===== src/rtl/jam_pkg.sv =====
// Shared state encoding, mode constants and width helpers for the
// parametrised exhaustive job-assignment solver.
package jam_pkg;

    typedef enum logic [2:0] {
        S_IDLE,
        S_ACCUM,
        S_EVAL,
        S_PIVOT,
        S_SUCC,
        S_SWAP,
        S_REVERSE,
        S_DONE
    } state_e;

    localparam logic MODE_MIN = 1'b0;
    localparam logic MODE_MAX = 1'b1;

    function automatic int clog2(input int value);
        int r;
        r = 0;
        for (int v = value - 1; v > 0; v = v >> 1) r++;
        return r;
    endfunction

    // Index width for worker/job numbers; never narrower than one bit.
    function automatic int aw_of(input int n);
        return (clog2(n) > 1) ? clog2(n) : 1;
    endfunction

    // Total-cost width: N <= 2**AW terms of CW bits cannot overflow CW+AW bits.
    function automatic int sw_of(input int n, input int cw);
        return cw + aw_of(n);
    endfunction

endpackage


===== src/rtl/jam_param_if.sv =====
// Start/busy handshake, cost-ROM lookup and result bus of the solver.
// The master side requests runs and serves the ROM; the slave is the solver.
interface jam_param_if
    import jam_pkg::*;
#(
    parameter int N  = 8,
    parameter int CW = 7,
    parameter int MW = 16,
    parameter int AW = aw_of(N),
    parameter int SW = sw_of(N, CW)
);
    logic            start;
    logic            mode;
    logic            busy;
    logic [AW-1:0]   W;
    logic [AW-1:0]   J;
    logic [CW-1:0]   Cost;
    logic            Valid;
    logic [SW-1:0]   BestCost;
    logic [MW-1:0]   MatchCount;
    logic [N*AW-1:0] BestPerm;

    modport master (
        output start, mode, Cost,
        input  busy, W, J, Valid, BestCost, MatchCount, BestPerm
    );

    modport slave (
        input  start, mode, Cost,
        output busy, W, J, Valid, BestCost, MatchCount, BestPerm
    );
endinterface


===== src/rtl/jam_perm_step.sv =====
// Permutation register array and the lexicographic next-permutation walk
// (pivot search, successor search, swap, suffix reversal).
module jam_perm_step
    import jam_pkg::*;
#(
    parameter int N  = 8,
    parameter int AW = aw_of(N)
) (
    input  logic            CLK,
    input  logic            RST,
    input  logic            load,
    input  logic            step_req,
    output logic            step_done,
    output logic            last_perm,
    output logic [N*AW-1:0] perm
);

    state_e        st_q, st_d;
    logic [AW-1:0] perm_q [N];
    logic [AW-1:0] perm_d [N];
    logic [AW-1:0] i_q, i_d;
    logic [AW-1:0] j_q, j_d;
    logic [AW-1:0] lo_q, lo_d;
    logic [AW-1:0] hi_q, hi_d;

    for (genvar g = 0; g < N; g++) begin : g_pack
        assign perm[g*AW +: AW] = perm_q[g];
    end

    // NOTE: every variable gets its hold value first so no path can infer a latch.
    always_comb begin
        st_d      = st_q;
        perm_d    = perm_q;
        i_d       = i_q;
        j_d       = j_q;
        lo_d      = lo_q;
        hi_d      = hi_q;
        step_done = 1'b0;
        last_perm = 1'b0;
        case (st_q)
            S_IDLE: begin
                if (load) begin
                    for (int k = 0; k < N; k++) perm_d[k] = AW'(k);
                end else if (step_req) begin
                    i_d  = AW'(N - 2);
                    st_d = S_PIVOT;
                end
            end
            S_PIVOT: begin
                if (perm_q[i_q] < perm_q[i_q + AW'(1)]) begin
                    j_d  = AW'(N - 1);
                    st_d = S_SUCC;
                end else if (i_q == '0) begin
                    // Fully descending: the sweep is complete.
                    step_done = 1'b1;
                    last_perm = 1'b1;
                    st_d      = S_IDLE;
                end else begin
                    i_d = i_q - AW'(1);
                end
            end
            S_SUCC: begin
                if (perm_q[j_q] > perm_q[i_q]) st_d = S_SWAP;
                else                           j_d  = j_q - AW'(1);
            end
            S_SWAP: begin
                perm_d[i_q] = perm_q[j_q];
                perm_d[j_q] = perm_q[i_q];
                lo_d        = i_q + AW'(1);
                hi_d        = AW'(N - 1);
                st_d        = S_REVERSE;
            end
            S_REVERSE: begin
                if (lo_q < hi_q) begin
                    perm_d[lo_q] = perm_q[hi_q];
                    perm_d[hi_q] = perm_q[lo_q];
                    lo_d         = lo_q + AW'(1);
                    hi_d         = hi_q - AW'(1);
                end else begin
                    step_done = 1'b1;
                    st_d      = S_IDLE;
                end
            end
            default: st_d = S_IDLE;
        endcase
    end

    // NOTE: perm is a handful of flops rather than a RAM, so it is reset like any register.
    always_ff @(posedge CLK or posedge RST) begin
        if (RST) begin
            st_q <= S_IDLE;
            for (int k = 0; k < N; k++) perm_q[k] <= '0;
            i_q  <= '0;
            j_q  <= '0;
            lo_q <= '0;
            hi_q <= '0;
        end else begin
            st_q   <= st_d;
            perm_q <= perm_d;
            i_q    <= i_d;
            j_q    <= j_d;
            lo_q   <= lo_d;
            hi_q   <= hi_d;
        end
    end

endmodule


===== src/rtl/jam_param.sv =====
// Exhaustive job-assignment solver: sums each permutation's cost from an
// external ROM and keeps the optimum, its multiplicity and its first witness.
module jam_param
    import jam_pkg::*;
#(
    parameter int N  = 8,
    parameter int CW = 7,
    parameter int MW = 16,
    parameter int AW = aw_of(N),
    parameter int SW = sw_of(N, CW)
) (
    input logic        CLK,
    input logic        RST,
    jam_param_if.slave bus
);

    state_e          state_q, state_d;
    logic            mode_q, mode_d;
    logic [AW-1:0]   k_q, k_d;
    logic [SW-1:0]   sum_q, sum_d;
    logic [SW-1:0]   best_q, best_d;
    logic [MW-1:0]   count_q, count_d;
    logic [N*AW-1:0] best_perm_q, best_perm_d;

    logic [N*AW-1:0] perm;
    logic            load, step_req, step_done, last_perm, better;
    logic [AW-1:0]   w_sel, j_sel;

    jam_perm_step #(.N(N), .AW(AW)) u_step (
        .CLK       (CLK),
        .RST       (RST),
        .load      (load),
        .step_req  (step_req),
        .step_done (step_done),
        .last_perm (last_perm),
        .perm      (perm)
    );

    always_comb begin
        state_d     = state_q;
        mode_d      = mode_q;
        k_d         = k_q;
        sum_d       = sum_q;
        best_d      = best_q;
        count_d     = count_q;
        best_perm_d = best_perm_q;
        load        = 1'b0;
        step_req    = 1'b0;
        better      = (mode_q == MODE_MAX) ? (sum_q > best_q) : (sum_q < best_q);
        case (state_q)
            S_IDLE: begin
                if (bus.start) begin
                    load    = 1'b1;
                    mode_d  = bus.mode;
                    k_d     = '0;
                    sum_d   = '0;
                    count_d = '0;
                    best_d  = (bus.mode == MODE_MIN) ? '1 : '0;
                    state_d = S_ACCUM;
                end
            end
            S_ACCUM: begin
                sum_d = sum_q + SW'(bus.Cost);
                if (k_q == AW'(N - 1)) begin
                    k_d     = '0;
                    state_d = S_EVAL;
                end else begin
                    k_d = k_q + AW'(1);
                end
            end
            S_EVAL: begin
                if (better) begin
                    best_d      = sum_q;
                    count_d     = MW'(1);
                    best_perm_d = perm;
                end else if (sum_q == best_q) begin
                    count_d = count_q + MW'(1);
                end
                sum_d    = '0;
                step_req = 1'b1;
                state_d  = S_PIVOT;
            end
            // The stepper walks PIVOT..REVERSE on its own; park here until it reports.
            S_PIVOT: begin
                if (step_done) state_d = last_perm ? S_DONE : S_ACCUM;
            end
            S_DONE:  state_d = S_IDLE;
            default: state_d = S_IDLE;
        endcase
    end

    always_comb begin
        w_sel = (state_q == S_ACCUM) ? k_q : '0;
        j_sel = perm[AW-1:0];
        for (int k = 1; k < N; k++) begin
            if (w_sel == AW'(k)) j_sel = perm[k*AW +: AW];
        end
    end

    // NOTE: state registers use non-blocking assignment so all flops update together.
    always_ff @(posedge CLK or posedge RST) begin
        if (RST) begin
            state_q     <= S_IDLE;
            mode_q      <= MODE_MIN;
            k_q         <= '0;
            sum_q       <= '0;
            best_q      <= '0;
            count_q     <= '0;
            best_perm_q <= '0;
        end else begin
            state_q     <= state_d;
            mode_q      <= mode_d;
            k_q         <= k_d;
            sum_q       <= sum_d;
            best_q      <= best_d;
            count_q     <= count_d;
            best_perm_q <= best_perm_d;
        end
    end

    assign bus.busy       = (state_q != S_IDLE);
    assign bus.Valid      = (state_q == S_DONE);
    assign bus.W          = w_sel;
    assign bus.J          = j_sel;
    assign bus.BestCost   = best_q;
    assign bus.MatchCount = count_q;
    assign bus.BestPerm   = best_perm_q;

endmodule


===== src/flat_wrapper.sv =====
// flat-port wrapper written by rule: the top's interface ports become plain ports
module jam_param_flat import jam_pkg::*;
#(
    parameter int N  = 8,
    parameter int CW = 7,
    parameter int MW = 16,
    parameter int AW = aw_of(N),
    parameter int SW = sw_of(N, CW)
)
  (CLK, RST, bus_start, bus_mode, bus_Cost, bus_busy, bus_W, bus_J, bus_Valid, bus_BestCost, bus_MatchCount, bus_BestPerm);
  jam_param_if #(.N(N), .CW(CW), .MW(MW), .AW(AW), .SW(SW)) bus_i ();
  input logic CLK;
  input logic RST;
  input wire logic [$bits(bus_i.start)-1:0] bus_start;
  input wire logic [$bits(bus_i.mode)-1:0] bus_mode;
  input wire logic [$bits(bus_i.Cost)-1:0] bus_Cost;
  output wire logic [$bits(bus_i.busy)-1:0] bus_busy;
  output wire logic [$bits(bus_i.W)-1:0] bus_W;
  output wire logic [$bits(bus_i.J)-1:0] bus_J;
  output wire logic [$bits(bus_i.Valid)-1:0] bus_Valid;
  output wire logic [$bits(bus_i.BestCost)-1:0] bus_BestCost;
  output wire logic [$bits(bus_i.MatchCount)-1:0] bus_MatchCount;
  output wire logic [$bits(bus_i.BestPerm)-1:0] bus_BestPerm;
  assign bus_i.start = bus_start;
  assign bus_i.mode = bus_mode;
  assign bus_i.Cost = bus_Cost;
  assign bus_busy = bus_i.busy;
  assign bus_W = bus_i.W;
  assign bus_J = bus_i.J;
  assign bus_Valid = bus_i.Valid;
  assign bus_BestCost = bus_i.BestCost;
  assign bus_MatchCount = bus_i.MatchCount;
  assign bus_BestPerm = bus_i.BestPerm;
  jam_param #(.N(N), .CW(CW), .MW(MW), .AW(AW), .SW(SW)) u_core (.CLK(CLK), .RST(RST), .bus(bus_i));
endmodule

===== config.mk =====
export PLATFORM = sky130hd
export DESIGN_NAME = jam_param_flat
export DESIGN_NICKNAME = d
export VERILOG_FILES = /design/src/rtl/jam_pkg.sv /design/src/rtl/jam_param_if.sv /design/src/rtl/jam_perm_step.sv /design/src/rtl/jam_param.sv /design/src/flat_wrapper.sv
export SDC_FILE = /design/constraint.sdc
export NUM_CORES = 1
export LEC_CHECK = 0
export CORE_MARGIN = 2
export CORE_UTILIZATION = 30
export DETAILED_ROUTE_END_ITERATION = 16
export DONT_BUFFER_PORTS = 1
export PLACE_DENSITY_LB_ADDON = 0.12
export SKIP_CTS_REPAIR_TIMING = 1
export SYNTH_ARGS = -nofsm -noshare
export SYNTH_HDL_FRONTEND = slang
export SYNTH_SLANG_ARGS = --single-unit

===== constraint.sdc =====
create_clock -name CLK -period 3.7 [get_ports CLK]
set_input_delay 0 -clock CLK [delete_from_list [all_inputs] [get_ports CLK]]
set_output_delay 0 -clock CLK [all_outputs]
set_load 0.05 [all_outputs]

==> impl_results.md, run 1 <==
- Slowest stage cell, crit path: dfrtp_1
- Post-synthesis sequential area ratio: 33.17%
- Layout area overhead: 11.08%
- Clock latency on the worst-skew pair: 370 ps
- Count of unique library cells instantiated by Yosys: 65
- Drt wl/cell: 22.60 um
- Slew HR: 38.05%
- LEAKAGE: 0.003645 uW
- Clk Tree Root Cell: clkbuf_16
- CTS H-tree depth: 3
- Remaining global-route overflow: 0
- Top cell type's share of synthesized area: 33.17%
- Post-Route WL: 28700 um
- Fraction of registers with async set/reset: 100.0%
- Average instance area after synthesis: 8.572 um^2
- Cells after Synth: 933
- Synth Cell Area: 0.007998 mm^2
- FF-to-FF setup slack: 570 ps
- CTS Sinks: 106
- Power per cell area: 886.0 mW/mm^2
- WHS Endpoint: u_core.bus.BestCost[1]
- Antenna violations before repair: 0
- DRT Pass-1 Iters: 11
- Main synth FF type: dfrtp_1
- Critical Path Source Type: flip-flop
- Initial core utilization: 30.60%
- Post-synth top area cell: dfrtp_1
- Crit end category: flip-flop
- Chip width: 167.3 um
- DRC viols: 9
- WHS Path Cells: 3
- Critical path class: reg -> reg
- Syn Nets: 978
- GPL Wtd Cong: 0.9476
- First-pass GRT wire length: 44520 um
- Ports: 69
- Pre-CTS setup slack: 673.6 ps
- Die area: 0.02798 mm^2
- Max-Cap Viols: 0
- Commonest non-fill, non-tap cells in the layout: 106 x dfrtp_1, 97 x o21ai_0, 83 x nor2_1
- Peak per-stage delay on the critical path: 630 ps
- Filler cells: 2749
- Worst EP required: 3930 ps
- Number of synthesized flops with an enable pin: 0
- Worst min path class: in -> reg
- Routed Antenna Nets: 0
- CTS tree: done
- Setup ws final: 569.8 ps
- Vias in the first global route: 7161
- Final period util: 84.60%
- Violated checks: design-rule violations, negative hold slack
- FMAX: 319.5 MHz
- Status: finished with violations
- Ys Warns: 0
- Layout Skew: 14.35 ps
- Commonest non-fill, non-tap cell in the layout: dfrtp_1
- HP Start: bus_mode
- # port buffers: 0
- # diodes: 0
- Fin util: 33.99%
- Finish-stage setup viols: 0
- Detailed-route via count: 7375
- Layout cells sized above 1: 14.12%
- Via density: 5.807
- Hold slack: -19.07 ps
- RSZ-0062 raised after global routing: no
- FF-to-FF Start: u_core.u_step.hi_q[1]
- Largest fanout on the critical path: 13
- Worst VDD drop: 0.0003092 V
- Fin. Hold Viols: 7
- Num CTS Buffers: 9
- Die height: 167.3 um
- DRT iter0 DRCs: 834
- #FFs+latches synth: 106
- Fin crit period: 3130 ps
- Fin Setup TNS: 0 ps
- Gr usage total: 20.67%
- Largest net degree at the start of global routing: 47
- Final Slew Violations: 0
- Final #Nets: 975
- Num rows: 59
- R2R depth: 8
- Core area: 0.02613 mm^2
- Clock Path Buffers: 2
- Crit path DAT: 3360 ps
- Top cells by area, synth: dfrtp_1 33%, o21ai_0 6.2%, ha_1 5.2%
- R2R Path End: u_core.u_step.perm[17]
- CTS clk-pin slew, worst paths: 90 ps
- Tot Pwr: 7870 uW
- Tightest Pin Transition: 919.6 ps
- Dpl hpwl: 20700 um
- Crit-path cells: inv_1, ha_1, a21o_1, a211oi_1, nor2_1, a2111oi_0, a21oi_1, a2bb2oi_1
-- through the flow --
step,cell area (um^2),instances
3_5_place_dp,8529,1249
4_1_cts,8833,1265
5_1_grt,8884,1270
3_3_place_gp,8529,1249
6_report,8884,1270
2_1_floorplan,7998,933
-- cell families after synthesis --
group | Yosys count | share of synthesized area (%)
AND/OR/NAND/NOR | 305 | 18.38
AO/OA/AOI/OAI | 291 | 23.51
buffers and inverters | 108 | 5.241
flip-flops | 106 | 33.17
multiplexers | 75 | 12.75
adder cells (fa/ha/maj) | 34 | 5.413
XOR/XNOR | 14 | 1.533
-- synth_stat cells (4+ instances only) --
cell,instances
dfrtp_1,106
o21ai_0,99
nor2_1,83
nand2_1,80
a21oi_1,56
clkbuf_1,52
inv_1,37
mux2_2,35
ha_1,33
nand3_1,28
nor3_1,25
mux2i_1,22
a211oi_1,18
mux4_2,18
nor2b_1,15
o22ai_1,12
buf_2,11
a22o_1,10
and2_1,10
nand2b_1,10
nand3b_1,10
o221ai_1,10
a21o_1,9
a31oi_1,8
and3_1,8
o21a_1,8
o31ai_1,8
buf_1,7
nand4_1,7
or3_1,7
xnor2_1,7
xor2_1,7
or4_1,6
a221o_1,5
or2_2,5
a221oi_1,4
a22oi_1,4
o211ai_1,4
o31a_1,4
o32ai_1,4
-- worst max-delay path by stage --
stage                                   to  cells after the start                  start
floorplan                         bus_J[0]                      6      u_core.state_q[2]
global placement    u_core.u_step.perm[17]                      8  u_core.u_step.hi_q[1]
detailed placement    u_core.u_step.i_q[1]                     11   u_core.u_step.i_q[1]
CTS                 u_core.u_step.perm[17]                      8  u_core.u_step.hi_q[1]
global route          u_core.u_step.i_q[1]                     11   u_core.u_step.i_q[1]
finish              u_core.u_step.perm[17]                      8  u_core.u_step.hi_q[1]
-- sequential cells by signal (all words and copies together), names as in the netlist --
| signal | flops |
|---|---|
| u_core.bus.BestPerm | 24 |
| u_core.u_step.perm | 24 |
| u_core.bus.MatchCount | 16 |
| u_core.bus.BestCost | 10 |
| u_core.sum_q | 10 |
| u_core.k_q | 3 |
| u_core.state_q | 3 |
| u_core.u_step.hi_q | 3 |
| u_core.u_step.i_q | 3 |
| u_core.u_step.j_q | 3 |
| u_core.u_step.lo_q | 3 |
| u_core.u_step.st_q | 3 |
| u_core.mode_q | 1 |
-- layer usage --
layer	up-vias	share of wire, %	GRT usage, %
met2	293	45	32.37
met4	0	4.0	9.074
li1	3435	-	-
met5	-	0	0
met1	3575	44	27.19
met3	72	7.3	5.011
-- final cells by class --
cell class | instances | area (um^2) | area share (%)
timing repair buffer | 56 | 432.9 | 4.873
clock inverter | 7 | 78.83 | 0.8873
multi-input combinational | 719 | 4930 | 55.49
clock buffer | 9 | 225.2 | 2.535
tap | 335 | 419.2 | 4.718
sequential | 106 | 2653 | 29.86
inverter | 38 | 145.1 | 1.634
-- critical path: cells and delay by family (launching register included) --
family / cells / cell delay [ps]
buffers and inverters: 1 / 150
DFF: 1 / 630
AOI/OAI and AO/OA: 5 / 1550
adders and majority gates: 1 / 300
and+or+nand+nor: 1 / 340
-- power by group --
| group | internal (uW) | switching [uW] | leakage (uW) |
|---|---|---|---|
| clock network | 486 | 537 | 0.000148 |
| logic | 1650 | 2470 | 0.00216 |
| registers | 1530 | 1210 | 0.00134 |
| total | 3660 | 4210 | 0.00364 |
No activity file was read; power rests on OpenSTA's default activity.
==> run 2, diff against run 1 <==
==> constraint.sdc (replaced) <==
create_clock -name CLK -period 3.1 [get_ports CLK]
set_input_delay 0 -clock CLK [delete_from_list [all_inputs] [get_ports CLK]]
set_output_delay 0 -clock CLK [all_outputs]
set_load 0.05 [all_outputs]
==> run 2 against run 1 <==
Effect of this change: the run still ends with design-rule violations, negative hold slack left; power grew 24%; final cell count grew 3.2%; first-iteration DRC count is 9.1% lower; combinational power increased by 35%; setup slack got worse by 350 ps; flip-flop and latch count did not move; sequential share of layout area down 1.1 points; count of clock-buffer cells in the layout unchanged; non-clock buffer count up 41; critical endpoint is now u_core.bus.MatchCount[14]; largest cell class unchanged.
==> impl_results.md, run 2 (synthesis gave the netlist of run 1 again) <==
- Chip width: 167.3 um (unchanged)
- Detailed-route via count: 7625 (+3.4%)
- Num rows: 59 (unchanged)
- RSZ-0062 raised after global routing: no
- DRT Pass-1 Iters: 13 (+2)
- First-pass GRT wire length: 46570 um (+4.6%)
- Hold slack: -5.261 ps (+13.81 ps)
- FMAX: 347.7 MHz (+8.8%)
- Finish-stage setup viols: 0 (unchanged)
- Core area: 0.02613 mm^2 (unchanged)
- Tot Pwr: 9750 uW (+24%)
- FF-to-FF Start: u_core.sum_q[3]
- Max-Cap Viols: 0 (unchanged)
- R2R Path End: u_core.bus.MatchCount[14]
- Violated checks: design-rule violations, negative hold slack
- Crit end category: flip-flop
- Num CTS Buffers: 9 (unchanged)
- Initial core utilization: 30.60% (unchanged)
- DRT iter0 DRCs: 758 (-9.1%)
- Commonest non-fill, non-tap cells in the layout: 106 x dfrtp_1, 97 x o21ai_0, 89 x buf_4
- # port buffers: 0 (unchanged)
- CTS Sinks: 106 (unchanged)
- Clock Path Buffers: 2 (unchanged)
- Dpl hpwl: 22480 um (+8.6%)
- HP Start: bus_start
- Status: finished with violations
- Power per cell area: 1057 mW/mm^2 (+19%)
- Filler cells: 2745 (-0.15%)
- Final #Nets: 1016 (+4.2%)
- CTS H-tree depth: 3 (unchanged)
- Slew HR: 53.85% (+16 points)
- Routed Antenna Nets: 0 (unchanged)
- CTS clk-pin slew, worst paths: 100 ps (about the same)
- Crit path DAT: 3170 ps (-190 ps)
- Worst EP required: 3390 ps (-540 ps)
- FF-to-FF setup slack: 220 ps (-350 ps)
- # diodes: 0 (unchanged)
- Via density: 5.816 (+0.16%)
- Commonest non-fill, non-tap cell in the layout: dfrtp_1
- Final Slew Violations: 0 (unchanged)
- Die height: 167.3 um (unchanged)
- Critical Path Source Type: flip-flop
- Vias in the first global route: 7473 (+4.4%)
- Largest fanout on the critical path: 19 (+6)
- Ports: 69 (unchanged)
- Layout Skew: 26.46 ps (+12.11 ps)
- Layout cells sized above 1: 17.73% (+3.6 points)
- Fin Setup TNS: 0 ps (unchanged)
- WHS Path Cells: 4 (+1)
- Drt wl/cell: 23.06 um (+2.1%)
- Largest net degree at the start of global routing: 66 (+40%)
- Antenna violations before repair: 0 (unchanged)
- Setup ws final: 224.0 ps (-345.8 ps)
- Fin. Hold Viols: 1 (-6)
- GPL Wtd Cong: 0.9945 (+4.9%)
- Fin crit period: 2876 ps (-254.2 ps)
- Clock latency on the worst-skew pair: 380 ps (about the same)
- Pre-CTS setup slack: 232.2 ps (-441.3 ps)
- Final period util: 92.78% (+8.2 points)
- Tightest Pin Transition: 692.2 ps (-227.4 ps)
- WHS Endpoint: u_core.sum_q[3]
- CTS tree: done
- Non-Filler Instances: 1311 (+3.2%)
- DRC viols: 6 (-3)
- R2R depth: 8 (unchanged)
- Post-placement cell count: 1290 (+3.3%)
- Die area: 0.02798 mm^2 (unchanged)
- Layout area overhead: 15.36%
- Remaining global-route overflow: 0 (unchanged)
- Gr usage total: 21.78% (+1.1 points)
- Worst VDD drop: 0.0005128 V (+66%)
- Post-Route WL: 30240 um (+5.3%)
- Critical path class: reg -> reg
- Worst min path class: in -> reg
- Clk Tree Root Cell: clkbuf_16
- LEAKAGE: 0.003861 uW (+5.9%)
[run 2: routing by layer]
| metal | up-vias | wire length [um] | global-route usage [%] |
|---|---|---|---|
| met5 | - | 0 | 0 |
| met4 | 0 | 1396 | 9.943 |
| met3 | 87 | 2045 | 4.160 |
| met2 | 318 | 13890 | 35.04 |
| met1 | 3699 | 12910 | 28.45 |
| li1 | 3521 | - | - |
[run 2: worst max path at each step]
stage,from,end,slack (ps),depth (start not counted)
2_1_floorplan,u_core.u_step.i_q[0],u_core.u_step.i_q[2],100,12
3_3_place_gp,u_core.sum_q[5],u_core.bus.MatchCount[14],300,8
3_5_place_dp,u_core.sum_q[7],u_core.bus.MatchCount[14],230,8
4_1_cts,u_core.sum_q[7],u_core.bus.MatchCount[14],210,8
5_1_grt,u_core.u_step.i_q[0],u_core.u_step.i_q[0],20,11
6_report,u_core.sum_q[3],u_core.bus.MatchCount[14],220,8
[run 2: report_power, final]
part	switching [uW]	internal (uW)
Combinational	3320	2210
Sequential	1170	1830
Clock	643	578
Total	5140	4610
[run 2: final cells by class]
type / count / area (um^2) / share of cell area, %
inverters: 38 / 145.1 / 1.573
clock buffers: 9 / 225.2 / 2.441
repair buffers: 97 / 778.2 / 8.435
multi-input cells: 719 / 4930 / 53.43
clock inverters: 7 / 76.32 / 0.8272
flip-flops and latches: 106 / 2653 / 28.75
well taps: 335 / 419.2 / 4.543
[run 2: worst max-delay path: stages (launching register included)]
cell and delay (ps):
dfrtp_1 430, ha_1 300, a21oi_1 150, o21ai_1 100
a2111oi_4 510, xnor2_1 170, a21o_1 390, or4_1 570
a21oi_1 150
[run 2: stage by stage]
stage	cell area, um^2	utilization, %	hold WS [ps]
3_5_place_dp	8875	33.96	-8.465
3_3_place_gp	8875	33.96	-13.37
2_1_floorplan	7998	-	150.5
5_1_grt	9226	35.31	15.63
6_report	9226	35.31	-5.261
4_1_cts	9176	35.11	-411.2
==> run 3, diff against run 2 <==
--- a/config.mk
+++ b/config.mk
@@ -13,4 +13,5 @@
 export SKIP_CTS_REPAIR_TIMING = 1
 export SYNTH_ARGS = -nofsm -noshare
 export SYNTH_HDL_FRONTEND = slang
+export SYNTH_HIERARCHICAL = 1
 export SYNTH_SLANG_ARGS = --single-unit
==> run 3 against run 2 <==
Effect of this change: the flow finishes with violations (negative hold slack); count of clock-buffer cells in the layout stayed put; via count increased by 0.39%; clock power is essentially flat; core utilization is 0.33 points higher; sequential share of layout area is 1.1 points lower; worst hold slack worse by 3.6 ps; synthesized cell count increased by 1.5%; area after synthesis up 2.6%; critical path type unchanged; critical endpoint is now u_core/u_step/i_q[2]; highest routed layer unchanged.
==> impl_results.md, run 3 <==
- Number of synthesized flops with an enable pin: 0 (unchanged)
- Vias in the first global route: 7264 (-2.8%)
- Sequential share of power: 34.1% (+3.3 points)
- Critical path class: reg -> reg
- Critical Path Source Type: flip-flop
- Post-Route WL: 30090 um (-0.49%)
- Clock Path Buffers: 2 (unchanged)
- Net Sw Frac: 51.29% (-1.4 points)
- Synth Area in Simple Gates: 19.81% (+1.4 points)
- Layout area overhead: 16.71%
- Int Power: 4040 uW (-12%)
- Count of unique library cells instantiated by Yosys: 80 (+23%)
- Fin crit period: 2873 ps (-3.381 ps)
- CTS clk-pin slew, worst paths: 90 ps (about the same)
- Fraction of registers with async set/reset: 100.0% (unchanged)
- Most numerous cell in the Yosys netlist: nor2_1
- Crit-path cells: clkinv_1, ha_2, mux4_2, mux2i_1, ha_1, nor3_1, o21a_1, a31oi_4, nand4_1, mux2_1
- Top cells by count, synth: 109 x nor2_1, 106 x dfrtp_1, 72 x nand2_1, 70 x a21oi_1, 65 x o21ai_0
- Slowest stage cell, crit path: mux4_2
- Power per cell area: 866.1 mW/mm^2 (-18%)
- Layout cells sized above 1: 18.32% (+0.59 points)
- CTS Sinks: 106 (unchanged)
- Syn Nets: 992 (+1.4%)
- DRT iter0 DRCs: 765 (+0.92%)
- CTS H-tree depth: 3 (unchanged)
- Final period util: 92.67% (-0.11 points)
- Mux cell area share after synthesis: 12.82% (+0.074 points)
- Chip width: 169.4 um (+1.3%)
- CTS tree: done
- Dpl hpwl: 22470 um (about the same)
- Fin. Hold Viols: 2 (+1)
- Largest family of logic cells by synthesized area: compound AO/OA/AOI/OAI gates
- Logic gate share of total power: 51.1% (-5.6 points)
- Max-Cap Viols: 0 (unchanged)
- GPL Wtd Cong: 0.9038 (-9.1%)
- Finish-stage setup viols: 0 (unchanged)
- Die area: 0.02869 mm^2 (+2.5%)
- Remaining global-route overflow: 0 (unchanged)
- Multi-input gate area: 0.005109 mm^2 (+3.6%)
- Clk Tree Root Cell: clkbuf_16
- Clock power frac: 14.8% (+2.3 points)
- Largest net degree at the start of global routing: 40 (-39%)
- Main synth FF type: dfrtp_1
- LEAKAGE: 0.004122 uW (+6.8%)
- Routed Antenna Nets: 0 (unchanged)
- Peak per-stage delay on the critical path: 530 ps (-40 ps)
- Area share of fa/ha/maj cells after synthesis: 5.276% (-0.14 points)
- Final Slew Violations: 0 (unchanged)
- Average instance area after synthesis: 8.665 um^2 (+1.1%)
- Crit end category: flip-flop
- #FFs+latches synth: 106 (unchanged)
- Violated checks: negative hold slack
- Antenna violations before repair: 0 (unchanged)
- R2R depth: 10 (+2)
- Post-synthesis sequential area ratio: 32.33% (-0.84 points)
- DRC viols: 0 (-6)
- Ys Warns: 6 (+6)
- Register area: 0.002653 mm^2 (unchanged)
- Tightest Pin Transition: 1250 ps (+557.7 ps)
- Synth Area in Compound Gates: 22.03% (-1.5 points)
- Worst min path class: in -> reg
- DRT Pass-1 Iters: 5 (-8)
- # port buffers: 0 (unchanged)
- CP bufs+invs: 1 (+1)
- Core area: 0.02688 mm^2 (+2.8%)
- Filler cells: 2788 (+1.6%)
- Via density: 5.616 (-3.4%)
- First-pass GRT wire length: 45590 um (-2.1%)
- Levels on crit path: 10 (+2)
- Slew HR: 16.36% (-37 points)
- Hold slack: -8.845 ps (-3.584 ps)
- Initial core utilization: 30.53% (-0.074 points)
- Largest fanout on the critical path: 8 (-11)
- Worst VDD drop: 0.0002847 V (-44%)
- Die height: 169.4 um (+1.3%)
- Post-synth top area cell: dfrtp_1
- Cells after Synth: 947 (+1.5%)
- Ports: 69 (unchanged)
- Clock latency on the worst-skew pair: 370 ps (about the same)
- Synth Cell Area: 0.008205 mm^2 (+2.6%)
- FMAX: 348.1 MHz (+0.12%)
- WHS Path Cells: 3 (-1)
- Fin Setup TNS: 0 ps (unchanged)
- Drt wl/cell: 22.08 um (-4.3%)
- Synth Area in XOR/XNOR: 2.120% (+0.59 points)
- Commonest non-fill, non-tap cell in the layout: nor2_1
- Final #Nets: 1061 (+4.4%)
- Num rows: 60 (+1.7%)
- Status: finished with violations
- Commonest non-fill, non-tap cells in the layout: 109 x nor2_1, 106 x dfrtp_1, 105 x buf_4
- RSZ-0062 raised after global routing: no
- Worst EP required: 3350 ps (-40 ps)
- Layout Skew: 17.54 ps (-8.921 ps)
- Gr usage total: 20.99% (-0.80 points)
- Crit path DAT: 3130 ps (-40 ps)
- Detailed-route via count: 7655 (+0.39%)
- Num CTS Buffers: 9 (unchanged)
- CP delay by family, top: multiplexers
- Top cell type's share of synthesized area: 32.33% (-0.84 points)
- Sw power: 4254 uW (-17%)
- Fin util: 35.63% (+0.33 points)
- Top cells by area, synth: dfrtp_1 32%, ha_1 5.0%, nor2_1 5.0%
-- run 3: cell types whose count changed in the layout (fill, tap and decap cells not counted), moves of 14 or more --
cell,previous run,this run
nor2_1,83,109
o21ai_0,97,64
inv_1,36,51
buf_4,89,105
mux2i_1,22,40
a21oi_1,56,70
-- run 3: routing by layer --
| layer | routed length [um] | vias to the layer above | GRT usage, % | share of wire [%] |
|---|---|---|---|---|
| li1 | - | 3617 | - | - |
| met1 | 14250 | 3720 | 29.99 | 47 |
| met2 | 13040 | 266 | 31.36 | 43 |
| met3 | 1917 | 52 | 4.174 | 6.4 |
| met4 | 887 | 0 | 7.581 | 2.9 |
| met5 | 0 | - | 0 | 0 |
-- run 3: worst paths after layout --
check / start / endpoint / slack (ps)
max reg2reg: u_core/u_step/i_q[1] / u_core/u_step/i_q[2] / 230
max in group asynchronous: RST / u_core/sum_q[9] / 2090
min: bus_Cost[1] / u_core/sum_q[1] / -9
min reg2reg: u_core/bus.MatchCount[4] / u_core/bus.MatchCount[4] / 560
min in group asynchronous: RST / u_core/bus.BestPerm[18] / 190
max: u_core/u_step/i_q[1] / u_core/u_step/i_q[2] / 230
-- run 3: through the flow --
| step | cells | setup slack [ps] | area (um^2) | hold WS, ps | total power [uW] |
|---|---|---|---|---|---|
| after floorplan | 947 | 75.11 | 8205 | 165.1 | 5591 |
| after CTS | 1358 | 183.7 | 9527 | -426.3 | 8311 |
| after global placement | 1342 | 218.4 | 9215 | -20.46 | 7036 |
| after global routing | 1362 | 24.43 | 9574 | 20.93 | 8836 |
| final | 1363 | 227.3 | 9577 | -8.845 | 8294 |
| after detailed placement | 1342 | 205.1 | 9215 | -18.41 | 7036 |
-- run 3: logic make-up (layout without fill, tap and decap cells) --
group                      Yosys count  after routing
AOI/OAI and AO/OA                  267            267
DFF                                106            106
adders and majority gates           34             34
and+or+nand+nor                    329            329
other                                0              1
xor gates and xnor gates            19             19
muxes                               84             84
buffers and inverters              108            182
-- run 3: cell type report --
| class | instances | area share (%) |
|---|---|---|
| Sequential cell | 106 | 27.70 |
| Multi-Input combinational cell | 733 | 53.34 |
| Timing Repair Buffer | 111 | 9.067 |
| Clock inverter | 7 | 0.9015 |
| Inverter | 55 | 2.156 |
| Tap cell | 341 | 4.455 |
| Clock buffer | 9 | 2.352 |
| Antenna cell | 1 | 0.02613 |
-- run 3: worst min-delay path, delay by kind of cell --
family                     cells  cell delay [ps]
buffers and inverters          1               60
adders and majority gates      1              160
AOI/OAI and AO/OA              1               90
-- run 3: power groups by stage --
stage                     clock, uW  combinational, uW  sequential (uW)
after floorplan                   0               2700             2890
after global placement            0               4180             2860
after detailed placement          0               4190             2840
after CTS                      1290               4200             2820
after global routing           1330               4620             2880
final                          1230               4240             2830
